===== src/rtl/maze_memory.sv =====
// Maze cell store for the rat: host row-load port plus rat X/Y read/write.
// Optional MAZE_ACCESS_COUNT_EN adds saturating rd/wr access counters.
module maze_memory #(
  parameter int N = 4
) (
  input  logic                CLK,
  input  logic                RST,
  input  logic                Load_start,
  input  logic [(2**N)-1:0]   row_data,
  input  logic                row_valid,
  output logic                row_ready,
  output logic                Ready,
  input  logic [N-1:0]        X,
  input  logic [N-1:0]        Y,
  input  logic                RD,
  input  logic                WR,
  input  logic                D_in,
  output logic                D_out
`ifdef MAZE_ACCESS_COUNT_EN
  ,
  output logic [15:0]         rd_count,
  output logic [15:0]         wr_count
`endif
);

  localparam int ROWS = 2**N;

  typedef enum logic [1:0] {
    S_IDLE  = 2'd0,
    S_LOAD  = 2'd1,
    S_READY = 2'd2
  } state_t;

  state_t            r_state;
  state_t            w_state_nxt;
  logic [ROWS-1:0]   r_mem [ROWS];
  logic [N-1:0]      r_row_cnt;
  logic              r_ready;
  logic              r_d_out;
  logic              w_row_ready;
  logic              w_accept;
  logic              w_last;
  logic              w_in_ready;

  assign w_accept   = row_valid & w_row_ready;
  assign w_last     = (r_row_cnt == N'(ROWS-1));
  assign w_in_ready = (r_state == S_READY);

  always_ff @(posedge CLK) begin
    if (RST) begin
      r_state <= S_IDLE;
    end else begin
      r_state <= w_state_nxt;
    end
  end

  always_comb begin
    w_state_nxt = r_state;
    unique case (r_state)
      S_IDLE: begin
        if (Load_start) w_state_nxt = S_LOAD;
      end
      S_LOAD: begin
        if (Load_start)
          w_state_nxt = S_LOAD;
        else if (w_accept && w_last)
          w_state_nxt = S_READY;
      end
      S_READY: begin
        if (Load_start) w_state_nxt = S_LOAD;
      end
      default: w_state_nxt = S_IDLE;
    endcase
  end

  always_comb begin
    w_row_ready = 1'b0;
    unique case (r_state)
      S_LOAD:  w_row_ready = 1'b1;
      default: w_row_ready = 1'b0;
    endcase
  end

  // Rat read samples the pre-write cell, so RD+WR on one cell is read-before-write.
  always_ff @(posedge CLK) begin
    if (RST) begin
      for (int i = 0; i < ROWS; i++) begin
        r_mem[i] <= '0;
      end
      r_row_cnt <= '0;
      r_ready   <= 1'b0;
      r_d_out   <= 1'b1;
    end else begin
      r_ready <= (w_state_nxt == S_READY);
      if (w_accept) begin
        r_mem[r_row_cnt] <= row_data;
      end
      if (Load_start) begin
        r_row_cnt <= '0;
      end else if (w_accept) begin
        r_row_cnt <= r_row_cnt + N'(1);
      end
      if (w_in_ready && WR) begin
        r_mem[Y][X] <= D_in;
      end
      if (RD) begin
        r_d_out <= w_in_ready ? r_mem[Y][X] : 1'b1;
      end
    end
  end

`ifdef MAZE_ACCESS_COUNT_EN
  logic [15:0] r_rd_cnt;
  logic [15:0] r_wr_cnt;

  always_ff @(posedge CLK) begin
    if (RST || Load_start) begin
      r_rd_cnt <= '0;
      r_wr_cnt <= '0;
    end else begin
      if (w_in_ready && RD && (r_rd_cnt != 16'hFFFF)) begin
        r_rd_cnt <= r_rd_cnt + 16'd1;
      end
      if (w_in_ready && WR && (r_wr_cnt != 16'hFFFF)) begin
        r_wr_cnt <= r_wr_cnt + 16'd1;
      end
    end
  end

  assign rd_count = r_rd_cnt;
  assign wr_count = r_wr_cnt;
`endif

  assign row_ready = w_row_ready;
  assign Ready     = r_ready;
  assign D_out     = r_d_out;

endmodule


===== config.mk =====
export PLATFORM = sky130hd
export DESIGN_NAME = maze_memory
export DESIGN_NICKNAME = d
export VERILOG_FILES = /design/src/rtl/maze_memory.sv
export SDC_FILE = /design/constraint.sdc
export NUM_CORES = 1
export LEC_CHECK = 0
export ABC_AREA = 0
export BUFFER_PORTS_ARGS = -buffer_cell sky130_fd_sc_hd__buf_2
export CAP_MARGIN = 15
export CORE_AREA = 3 3 153 155
export CTS_CLUSTER_DIAMETER = 40
export DETAILED_ROUTE_END_ITERATION = 7
export DIE_AREA = 0 0 156 158
export PLACE_DENSITY_LB_ADDON = 0.2
export REMOVE_ABC_BUFFERS = 1
export SLEW_MARGIN = 30
export SYNTH_ARGS = -nofsm -noshare
export SYNTH_HDL_FRONTEND = slang
export SYNTH_SLANG_ARGS = --single-unit
export TNS_END_PERCENT = 30

===== constraint.sdc =====
create_clock -name CLK -period 6.9 [get_ports CLK]
set_clock_uncertainty 0.15 [all_clocks]
set_input_delay 1.725 -clock CLK [delete_from_list [all_inputs] [get_ports CLK]]
set_output_delay 1.725 -clock CLK [all_outputs]
set_load 0.005 [all_outputs]

; Word-level counts from Yosys, hierarchy flattened
; Memories as Yosys holds them, arrays and structs flattened.
; Index checks and enable logic that the tools add are counted.
[op_classes]
addsub = 1
n_lt_le_gt_ge = 2
eq_ne = 4
muxes = 24
bitwise_logic = 1
n_reduce_logical = 8
[op_table]
columns = cell, n
row1 = $mux 16, 4
row2 = $reduce_or 16->1, 2
row3 = $mux 1, 12
row4 = $mux 4, 2
row5 = $mux 2, 3
row6 = $lt 4x5->1 const B, 1
row7 = $add 4x1->4 const B, 1
row8 = $bmux 1 s4, 1
row9 = $demux 1 s4, 1
row10 = $eq 2x2->1 const B, 2
row11 = $eq 4x4->1 const B, 1
row12 = $ge 4x1->1 const B, 1
row13 = $pmux 2 s2, 1
row14 = $reduce_or 2->1, 2
row15 = $logic_and 1x1->1, 3
row16 = $eq 2x1->1 const B, 1
row17 = $logic_not 2->1, 1
row18 = $and 1x1->1, 1
[totals]
register_bits = 8
mem_bits_rw = 256
in_bits = 31
output_inout_bits = 3
word_cells = 45
n_memories = 1
[memory_table]
columns = name, words, width, rd, rd_clocked_by_memory_dff, wr, line
row1 = r_mem, 16, 16, 1, 0, 16, 36  ; logic [ROWS-1:0] r_mem [ROWS];

; Depth between registers and ports, before layout
[logic_depth]
word_depth = 9
depth_mapped = 11
ltp_nobuf = 7

; Least setup slack after synthesis
; No wires, ideal clock.
[synth_timing]
path_kind = input port to flip-flop
start = input Y[0]
end = memory r_mem[0][10] (netlist name), enable pin
arrival_ns = 3.184
t_required_ns = 6.446
setup_slack_ns = 3.262
path_stages = 8
n_path_buf = 5
cell_sequence = buf_6 > buf_12 > buf_8 > buf_2 > o31ai_1 > nand2_1 > clkbuf_1 > o21bai_1
[synth_rtl]
columns = item, line
row1 = start: declaration, 14  ; input logic [N-1:0] Y,
row2 = end: declaration, 36

==> qor.txt <==
Pleak -> 5.241 nW
Post-DP HPWL -> 22100 um
Vias in the first global route -> 10.04k
Setup bufs post-CTS -> 0
Max IR drop VDD -> 0.2069 mV
First-pass GRT wire length -> 56640 um
Final GP Congestion -> 0.8516
Critical Path Start Type -> input port
Width of the die -> 156 um
Largest net degree at the start of global routing -> 122
H-tree depth -> 2
Tcrit/Tclk final -> 68.09%
Worst r2r src -> r_state[0]$_SDFF_PP0_
CTS tree -> done
Commonest cells post-synth -> 270 x nor2_1, 256 x edfxtp_1, 256 x o21bai_1
Core Box Area -> 21960 um2
Setup Viol. Count Final -> 0
Post-synth top area cell -> edfxtp_1
Required @ worst endpoint -> 6.95 ns
Clk sink count -> 264
Post-DP Area -> 14440 um2
DRC Markers -> 0
Max-slew violations -> 0
Crit path kind -> input port to register
RSZ-0062 raised after global routing -> no
Nets -> 1229
Hold path cells -> 1
Status -> completed
Final Instance Area -> 15670 um2
Setup crit end kind -> register
Mapped Area -> 14410 um2
Ys Warns -> 0
Synth unique cells -> 59
Final hold vios -> 0
Final WL -> 37110 um
Seq/Total Area, Yosys -> 54.45%
IO buf count -> 33
CP max FO -> 80
TritonRoute pass-1 iters -> 7
FF+latch count, synth -> 264
Fin worst setup slack -> 2.202 ns
Die height -> 158 um
Pwr dens -> 256.2 nW/um2
Worst R2R Path Depth -> 6
Worst reg2reg path endpoint -> r_mem[8][8]$_SDFFCE_PN0P_
Fmax -> 212.8 MHz
CTS clock-pin slew for the worst setup and hold paths -> 0.06 ns
WHS Endpoint -> r_state[0]$_SDFF_PP0_
DR WL/cell -> 24.71 um
Sum of negative setup slack -> 0 ns
Vias/cell -> 6.762
I/O pin count -> 34
Total number of vias -> 10.16k
Initial Utilization -> 65.64%
Cell with the most instances after synthesis -> nor2_1
Ys flop type -> edfxtp_1
Reg2Reg Setup Slack -> 3.37 ns
Area Overhead vs Synth -> 8.725%
Min-Delay Path Class -> register to register
Pre-CTS setup slack -> 1.749 ns
Grt ovf -> 0
Cells after synthesis -> 1236
Hold wc startpoint -> r_state[0]$_SDFF_PP0_
CTS max path bufs -> 3
Fill count -> 1520
Most area-consuming cells after synthesis -> edfxtp_1 53%, o21bai_1 13%, nor2_1 7.0%
Min cycle time layout -> 4.698 ns
Post-synth EDFFs -> 256
Die ar. -> 24650 um2
Arr. time, crit path -> 4.75 ns
Cts repair resizes -> 0
Maxcap violations -> 0
Clk_lat worst skew -> 0.51 ns
Initial antenna violation count -> 0
Iter 0 DRT Violations -> 1098
Final ANT Viol Nets -> 0
N_diodes -> 0
Syn_area_per_cell -> 11.66 um2
Share of layout cells above drive strength 1 -> 15.38%
Hold buffer count at cts -> 0
Top-area cell type share of the netlist area -> 53.34%
Root buffer cell -> clkbuf_16
Relative slew margins -> 33.48%
Worst-margin pin slew -> 0.9941 ns
Total GRT Usage -> 30.42%
Post-synthesis async set-or-reset flop share -> 0%
Total CTS buffers -> 37
Row cnt -> 54
-- worst max-delay path, stage by stage --
cell and delay, ns:
buf_6 0.24, nor2_1 0.28, nand3_2 0.51, o31ai_1 0.64, nand2_1 0.67, buf_4 0.46
o21bai_1 0.19
-- layer usage --
metal  GRT usage (%)  up-vias  share of wire (%)
met5               0        -                  0
met4           14.00        0                4.5
li1                -     4468                  -
met1           40.72     4995                 38
met2           49.24      574                 48
met3           5.249      119                9.7
-- worst max-delay path by stage --
stage                                      endpoint  from  cells past startpoint
final                     r_mem[8][8]$_SDFFCE_PN0P_   RST                      7
after global placement    r_mem[8][8]$_SDFFCE_PN0P_   RST                      7
after detailed placement  r_mem[8][8]$_SDFFCE_PN0P_   RST                      7
after floorplan           r_mem[7][3]$_SDFFCE_PN0P_   RST                      5
after global routing      r_mem[8][8]$_SDFFCE_PN0P_   RST                      7
after CTS                 r_mem[8][8]$_SDFFCE_PN0P_   RST                      7
-- area by class of cell --
type / instances / area, um2 / share of cell area [%]
sequential: 264 / 7848 / 50.08
inverter: 5 / 18.77 / 0.1198
tap: 280 / 350.3 / 2.236
timing repair buffer: 67 / 432.9 / 2.763
clock buffer: 41 / 940.9 / 6.004
multi-input combinational: 822 / 5802 / 37.02
clock inverter: 23 / 277.8 / 1.773
-- stage by stage --
stage,power (mW),hold WS [ns],cells,util (%)
6_report,4.015,0.4385,1502,71.36
2_1_floorplan,2.035,0.3489,1091,-
4_1_cts,4.029,0.4406,1502,71.30
3_5_place_dp,2.159,0.4278,1438,65.75
3_3_place_gp,2.150,0.4238,1438,65.73
5_1_grt,4.125,0.4669,1502,71.36
-- registers in the layout (all words and copies together), names as in the netlist --
signal,count
D_out,1
Ready,1
r_mem,256
r_row_cnt,4
r_state,2
-- cells in the final DEF, fill, tap and decap left out, types with 12 or more instances in the layout --
cell / count
edfxtp_1: 256
nand2_1: 55
a21oi_1: 12
buf_2: 31
nor2_1: 270
o21bai_1: 256
mux4_2: 28
mux2i_1: 24
clkbuf_16: 37
buf_4: 34
a21o_1: 17
mux4_1: 21
nand3_1: 15
-- power breakdown --
part	switching [mW]	internal, mW	total [mW]	leakage (nW)
Combinational	0.180	0.125	0.305	1.95
Clock	0.703	1.18	1.88	0.592
Sequential	0.0177	1.81	1.83	2.70
Total	0.900	3.11	4.01	5.24
-- cell families (layout without fill, tap and decap cells) --
| group | Yosys count | in the layout | synth area share [%] |
|---|---|---|---|
| AO/OA/AOI/OAI | 349 | 349 | 18.09 |
| XOR/XNOR | 4 | 4 | 0.2431 |
| flip-flops | 264 | 264 | 54.45 |
| adder cells (fa/ha/maj) | 1 | 1 | 0.08680 |
| buffers and inverters | 150 | 136 | 5.400 |
| multiplexers | 83 | 83 | 10.65 |
| AND/OR/NAND/NOR | 385 | 385 | 11.08 |
(Power assumes the default switching activity.)
